--- config.mk ---
export PLATFORM = sky130hd
export DESIGN_NAME = stream_demux
export DESIGN_NICKNAME = d
export VERILOG_FILES = /design/src/rtl/stream_demux.sv
export SDC_FILE = /design/constraint.sdc
export NUM_CORES = 1
export LEC_CHECK = 0
export CAP_MARGIN = 0
export CORE_MARGIN = 3
export CORE_UTILIZATION = 52
export CTS_CLUSTER_SIZE = 16
export DETAILED_ROUTE_END_ITERATION = 7
export MAX_ROUTING_LAYER = met4
export PLACE_DENSITY_LB_ADDON = 0.2
export SLEW_MARGIN = 0
export SYNTH_ARGS = -nofsm -noshare
export SYNTH_HDL_FRONTEND = slang
export SYNTH_SLANG_ARGS = --single-unit
--- constraint.sdc ---
create_clock -name clk -period 1.81 [get_ports clk]
set_input_delay 0.362 -clock clk [delete_from_list [all_inputs] [get_ports clk]]
set_output_delay 0.362 -clock clk [all_outputs]
set_load 0.01 [all_outputs]
--- src/rtl/stream_demux.sv ---
// stream_demux: registered 1-to-CHANNELS stream demultiplexer with a DEPTH-entry buffer per output.
// Defining STREAM_DEMUX_LOCK_EN compiles in packet-lock routing (route held until in_last).
module stream_demux #(
  parameter int unsigned WIDTH     = 8,
  parameter int unsigned CHANNELS  = 4,
  parameter int unsigned SEL_WIDTH = $clog2(CHANNELS),
  parameter int unsigned DEPTH     = 2
) (
  input  logic                 clk,
  input  logic                 rst,
  input  logic [WIDTH-1:0]     in_data,
  input  logic [SEL_WIDTH-1:0] in_sel,
  input  logic                 in_last,
  input  logic                 in_valid,
  output logic                 in_ready,
  output logic [WIDTH-1:0]     out_data [0:CHANNELS-1],
  output logic [0:CHANNELS-1]  out_valid,
  input  logic [0:CHANNELS-1]  out_ready,
  output logic                 sel_err
);
  localparam int unsigned CntW = $clog2(DEPTH + 1);
  localparam int unsigned PtrW = $clog2(DEPTH);

  logic [SEL_WIDTH-1:0] ch;
  logic                 ch_ok;
  logic                 accept;
  logic [0:CHANNELS-1]  push;
  logic [0:CHANNELS-1]  pop;
  logic [0:CHANNELS-1]  full;
  logic [CntW-1:0]      count_q [CHANNELS];
  logic [PtrW-1:0]      wptr_q  [CHANNELS];
  logic [PtrW-1:0]      rptr_q  [CHANNELS];
  logic [WIDTH-1:0]     mem_q   [CHANNELS][DEPTH];
  logic                 sel_err_q;

`ifdef STREAM_DEMUX_LOCK_EN
  localparam logic [0:0] StIdle   = 1'b0;
  localparam logic [0:0] StLocked = 1'b1;

  logic [0:0]           state_q, state_d;
  logic [SEL_WIDTH-1:0] lock_ch_q, lock_ch_d;

  assign ch = (state_q == StLocked) ? lock_ch_q : in_sel;

  // Only in-range channels can be latched, so LOCKED always routes in range.
  always_comb begin
    state_d   = state_q;
    lock_ch_d = lock_ch_q;
    case (state_q)
      StIdle: begin
        if (accept && ch_ok && !in_last) begin
          state_d   = StLocked;
          lock_ch_d = in_sel;
        end
      end
      StLocked: begin
        if (accept && in_last) state_d = StIdle;
      end
      default: state_d = StIdle;
    endcase
  end

  always_ff @(posedge clk) begin
    if (rst) begin
      state_q   <= StIdle;
      lock_ch_q <= '0;
    end else begin
      state_q   <= state_d;
      lock_ch_q <= lock_ch_d;
    end
  end
`else
  logic unused_last;

  assign ch          = in_sel;
  assign unused_last = in_last;
`endif

  assign ch_ok  = 32'(ch) < CHANNELS;
  assign accept = in_valid && in_ready;

  // Out-of-range beats are always taken (and dropped) so they cannot wedge the input.
  always_comb begin
    in_ready = 1'b1;
    full     = '0;
    for (int unsigned c = 0; c < CHANNELS; c++) begin
      full[c] = (count_q[c] == CntW'(DEPTH));
      if (ch_ok && (32'(ch) == c)) in_ready = !full[c];
    end
  end

  always_comb begin
    out_valid = '0;
    for (int unsigned c = 0; c < CHANNELS; c++) begin
      out_valid[c] = (count_q[c] != '0);
      out_data[c]  = mem_q[c][rptr_q[c]];
    end
  end

  always_comb begin
    push = '0;
    pop  = '0;
    for (int unsigned c = 0; c < CHANNELS; c++) begin
      push[c] = accept && ch_ok && (32'(ch) == c);
      pop[c]  = out_valid[c] && out_ready[c];
    end
  end

  always_ff @(posedge clk) begin
    if (rst) begin
      for (int unsigned c = 0; c < CHANNELS; c++) begin
        count_q[c] <= '0;
        wptr_q[c]  <= '0;
        rptr_q[c]  <= '0;
      end
      sel_err_q <= 1'b0;
    end else begin
      for (int unsigned c = 0; c < CHANNELS; c++) begin
        if (push[c]) wptr_q[c] <= wptr_q[c] + PtrW'(1);
        if (pop[c])  rptr_q[c] <= rptr_q[c] + PtrW'(1);
        if (push[c] && !pop[c]) begin
          count_q[c] <= count_q[c] + CntW'(1);
        end else if (pop[c] && !push[c]) begin
          count_q[c] <= count_q[c] - CntW'(1);
        end
      end
      if (accept && !ch_ok) sel_err_q <= 1'b1;
    end
  end

  // Storage needs no reset: contents are only observed while the count says valid.
  always_ff @(posedge clk) begin
    for (int unsigned c = 0; c < CHANNELS; c++) begin
      if (push[c]) mem_q[c][wptr_q[c]] <= in_data;
    end
  end

  assign sel_err = sel_err_q;

endmodule

==> metrics, run 1 <==
Worst setup EP type primary output; RSZ-0062 raised after global routing yes; # fillers 389; worst hold path type reg2reg; Clock transition at path regs 80 ps; vias in the first global route 2020; r2r setup slk 230 ps; Die Height 85.8 um; Worst Setup Start Kind register; clock root buffer clkbuf_8; logic gate share of total power 0.152; P_leak 0.00171 uW; Pwr Density 881 nW/um^2; Final nets 325; detailed-route wire length 6.17 mm; synthesized cell area 3310 sq um; YS warnings 0; Synth Area in Adders 0.00755; main flop type after synthesis edfxtp_1; die width 85.8 um; crit share post-route 1.08; worst stage delay on the critical path 460 ps; CP Depth 5; largest net degree at the start of global routing 14; CP Launch Point count_q[3][0]; # clock sinks 80; crit path time final 1960 ps; num ports 56; syn avg cell area 16.8 sq um; Required @ worst endpoint 1450 ps; post-detail-place hpwl 4.24 mm; WL/cell 16.0 um; ant diodes 0; Post-Synth Simple-Gate Area 0.103; VDD IR max 0.000529 V; first-pass GRT wire length 9.97 mm; worst r2r src count_q[3][0]; Clock Tree Buf Depth 2; Worst Hold Launch count_q[3][0]; Initial Util 0.547; FF-to-FF End count_q[3][1]; CP Cell Sequence inv_2 -> ha_4 -> inv_2 -> mux4_2 -> buf_6; commonest non-fill, non-tap cell in the layout edfxtp_1; Worst path top cell family by delay multiplexers; initial antenna violation count 0; Routed Antenna Nets 0; Worst Path Buf+Inv 3; Hold Crit Depth 1; post-route cell area 4520 sq um; via count 2012; detailed-route vias per instance 5.23; Final Skew 3.34 ps; internal power 3090 uW; mux contribution to synthesized area 0.127; WHS Endpoint count_q[3][0]; WHS 584 ps; Final Max Slew Viols 0; endpoints failing setup 1; NetSw 896 uW; area grow syn2layout 36.5%; part of the power in registers 0.537; clock network fraction of total power 0.311; most frequent cells in the layout edfxtp_1 (80), buf_4 (40), mux2_2 (31); Synth Area in XOR/XNOR 0.00264; Mapped Cells 197; Max-cap violations 0; Yosys cell types 29; Post-synth EDFFs 80; CP max FO 3; Slowest cell on crit path mux4_2; GR Overflow Total 0; worst path arrival time 1590 ps; share of layout cells above drive strength 1 0.458; Worst-Skew Late Latency 340 ps; fmax 511 MHz; flops & latches, synth 80; Post-Syn Nets 217; FP Rows 28; gpl congestion 0.816; outcome finished, violations left; final critical-path setup slack -146 ps; Sw Share 0.225; Area after DPL 4240 sq um; die area 7370 sq um; R2R depth 6; H-tree depth 3; CTS Buf Count 9; final hold violation count 0; failing checks negative setup slack; asr flop ratio synth 0; first-pass iteration count of the detailed router 4; largest family of logic cells by synthesized area multiplexers; gr usage total 0.186; critical path class reg2out; DRC viols 0; Core Footprint 6060 sq um; CTS tree yes; Seq/Total Area, Yosys 0.725; Detailed Route Iter0 Violations 104; CP dominant cell by count inv_2; # port buffers 53; Synth Area in Compound Gates 0.0185
## logic make-up (layout without fill, tap and decap cells)
group	after synthesis	count (layout)
DFF	80	80
muxes	36	36
AOI/OAI and AO/OA	10	10
xor gates and xnor gates	1	1
buffers and inverters	12	125
and+or+nand+nor	55	55
adders and majority gates	2	2
other	1	1
## cell usage after synthesis (2+ instances only)
| cell | instances | area share |
|---|---|---|
| a211oi_1 | 3 | 0.0068 |
| and3_1 | 3 | 0.0057 |
| and3b_1 | 3 | 0.0079 |
| and3b_2 | 2 | 0.0060 |
| clkbuf_1 | 7 | 0.0079 |
| edfxtp_1 | 80 | 0.73 |
| ha_1 | 2 | 0.0076 |
| inv_1 | 4 | 0.0045 |
| mux2_2 | 35 | 0.12 |
| nand2_1 | 6 | 0.0068 |
| nand2b_1 | 13 | 0.025 |
| nand4bb_1 | 2 | 0.0068 |
| nor2_1 | 4 | 0.0045 |
| nor3_1 | 9 | 0.014 |
| o21ai_0 | 3 | 0.0045 |
| o22ai_1 | 3 | 0.0057 |
| or2_2 | 6 | 0.011 |
## cell type report
cell class,count,area [sq um],share of cell area
clock buffer,10,128,0.0282
clock inverter,6,60.1,0.0133
inverter,4,15.0,0.00332
multi-input combinational,105,891,0.197
sequential,80,2400,0.531
tap,75,93.8,0.0208
timing repair buffer,105,932,0.206
## how the worst max path moves through the flow
stage and endpoint:
2_1_floorplan mem_q[3][10], 3_3_place_gp in_ready, 3_5_place_dp in_ready, 4_1_cts in_ready
5_1_grt in_ready, 6_report in_ready
## worst reg2reg max path, delay by kind of cell (launching register included)
kind,cells,cell delay (ps)
simple gates,2,540
flops,1,370
buf+inv,2,190
fa+ha+maj,1,190
compound gates,1,150
## power by group through the flow
stage	Combinational, uW	Clock (uW)	Sequential (uW)
6_report	606	1240	2140
5_1_grt	655	1340	2150
4_1_cts	571	1250	2140
3_5_place_dp	536	0	2200
3_3_place_gp	524	0	2200
2_1_floorplan	252	0	2170
## layer usage
layer  vias to the layer above  global-route usage  share of wire
li1                        978                   -              -
met3                        12              0.0355          0.036
met4                         0              0.0849          0.019
met2                        42               0.309           0.52
met5                         -                   -              0
met1                       980               0.222           0.42
## metrics by stage
| stage | TNS, ps | worst slack (ps) | util | total power [uW] | std cells |
|---|---|---|---|---|---|
| final | -146 | -146 | 0.746 | 3980 | 385 |
| after global routing | -343 | -222 | 0.746 | 4140 | 385 |
| after CTS | -207 | -207 | 0.736 | 3960 | 383 |
| after detailed placement | -10150 | -453 | 0.699 | 2740 | 355 |
| after global placement | -7510 | -464 | 0.699 | 2720 | 355 |
| after floorplan | 0 | 209 | - | 2430 | 197 |
## repair_timing
item / CTS / global route
hold buffers: 0 / 0
pin swaps: 0 / 1
buffers inserted: 12 / 2
resized for setup: 100 / 46
setup endpoints to repair: 37 / 54
cloned: 0 / 0
## flip-flops by register name, summed over array words and instances, names as in the netlist
signal / cells
count_q: 8
rptr_q: 4
mem_q: 64
wptr_q: 4
No activity file was read; power rests on OpenSTA's default activity.
==> inputs of run 2 (changes only) <==
--- a/config.mk
+++ b/config.mk
@@ -14,2 +14,3 @@
 export PLACE_DENSITY_LB_ADDON = 0.2
+export REMOVE_ABC_BUFFERS = 1
 export SLEW_MARGIN = 0
==> constraint.sdc (replaced) <==
create_clock -name clk -period 1.81 [get_ports clk]
set_input_delay 0.181 -clock clk [delete_from_list [all_inputs] [get_ports clk]]
set_output_delay 0.181 -clock clk [all_outputs]
set_load 0.01 [all_outputs]
==> run 2 against run 1 <==
Sequential power about the same. Global-route usage is 0.96 points higher. Flip-flop and latch count is the same. Via count decreased by 2.0%. Critical endpoint unchanged. Cell count decreased by 5.7%. Routed wire length increased by 3.6%. Register-to-register slack worse by 50 ps. Combinational power down 12%. Sequential share of layout area increased by 1.6 points. First-iteration DRC count is 0.96% lower. Final area decreased by 3.0%. Power up 1.9%. The run now ends clean.
==> metrics, run 2 (synthesis gave the netlist of run 1 again) <==
final hold violation count 0; VDD IR max 0.000625 V; RSZ-0062 raised after global routing yes; Routed Antenna Nets 0; WL/cell 17.6 um; Worst Hold Launch wptr_q[3]; CTS Buf Count 9; fin cells 363; grt met1 use 0.247; max reg flops 64; # port buffers 53; Hold Crit Depth 1; R2R depth 7; CTS tree yes; share of layout cells above drive strength 1 0.326; post-detail-place hpwl 4.36 mm; final critical-path setup slack 17.8 ps; WHS Endpoint wptr_q[3]; num ports 56; Final Max Slew Viols 0; Detailed Route Iter0 Violations 103; Worst setup EP type primary output; gr usage total 0.196; Clock transition at path regs 80 ps; outcome complete, no violations; clock root buffer clkbuf_8; fmax 558 MHz; Worst Setup Start Kind register; first-pass iteration count of the detailed router 4; # clock sinks 80; worst hold path type reg2reg; Worst-Skew Late Latency 340 ps; commonest non-fill, non-tap cell in the layout edfxtp_1; worst path arrival time 1610 ps; most used routing layer met2; FP Rows 28; via count 1972; first-pass GRT wire length 10.4 mm; most frequent cells in the layout edfxtp_1 (80), mux2_2 (35), dlygate4sd2_1 (35); GRT met3 Usage 0.0509; CP max FO 3; Initial Util 0.547; P_leak 0.00163 uW; placed cell count 338; area grow syn2layout 32.4%; detailed-route wire length 6.39 mm; largest net degree at the start of global routing 18; die area 7370 sq um; Area after DPL 4110 sq um; Core Footprint 6060 sq um; Clock Tree Buf Depth 2; worst r2r src count_q[3][0]; gpl congestion 0.746; FF-to-FF End count_q[3][0]; endpoints failing setup 0; initial antenna violation count 0; crit path time final 1790 ps; Max-cap violations 0; H-tree depth 3; dpl ws -87.9 ps; Pwr Density 925 nW/um^2; r2r setup slk 180 ps; die width 85.8 um; detailed-route vias per instance 5.43; Die Height 85.8 um; met2 capacity usage during global routing 0.314; Required @ worst endpoint 1630 ps; DRC viols 0; vias in the first global route 1997; Final nets 304; critical path class reg2out; Final Skew 7.01 ps; GR Overflow Total 0; crit share post-route 0.990; post-route cell area 4390 sq um; ant diodes 0
## run 2: layer usage
metal | up-vias | share of wire
met3 | 4 | 0.046
met1 | 991 | 0.43
met5 | - | 0
met2 | 50 | 0.52
met4 | 0 | 0.0080
li1 | 927 | -
## run 2: how the worst max path moves through the flow
stage                        from            to  cells past startpoint
CTS                 count_q[3][0]      in_ready                      5
detailed placement      in_sel[0]      in_ready                      3
global route        count_q[3][0]      in_ready                      5
floorplan           count_q[3][0]  mem_q[3][10]                      4
finish              count_q[3][0]      in_ready                      5
global placement        in_sel[0]      in_ready                      3
## run 2: power breakdown
part	internal, uW	switching [uW]
combinational	290	244
sequential	2110	30.0
clock	764	619
total	3170	893
## run 2: layout make-up
class                      count  area (sq um)
clock buffer                   9           124
clock inverter                 6          85.1
fill                         414          1670
inverter                       4          15.0
multi-input combinational    105           878
sequential                    80          2400
tap                           75          93.8
timing repair buffer          84           790
## run 2: through the flow
step           TNS [ps]  power, uW   util  hold slack (ps)
6_report              0       4060  0.724              596
5_1_grt           -57.8       4210  0.724              606
4_1_cts           -29.6       4050  0.717              594
3_5_place_dp      -87.9       2700  0.678              562
3_3_place_gp      -89.9       2690  0.678              547
2_1_floorplan         0       2410      -              280
## run 2: timing repair
| item | CTS | global route |
|---|---|---|
| setup endpoints to repair | 37 | 2 |
| setup buffers | 8 | 2 |
| pin swaps | 0 | 1 |
| hold buffers | 0 | 0 |
| resized for setup | 42 | 7 |
## run 2: critical path: stages (launching register included)
cell      delay (ps)
edfxtp_1         410
inv_2            100
ha_4             140
inv_2             30
mux4_2           470
buf_6            140
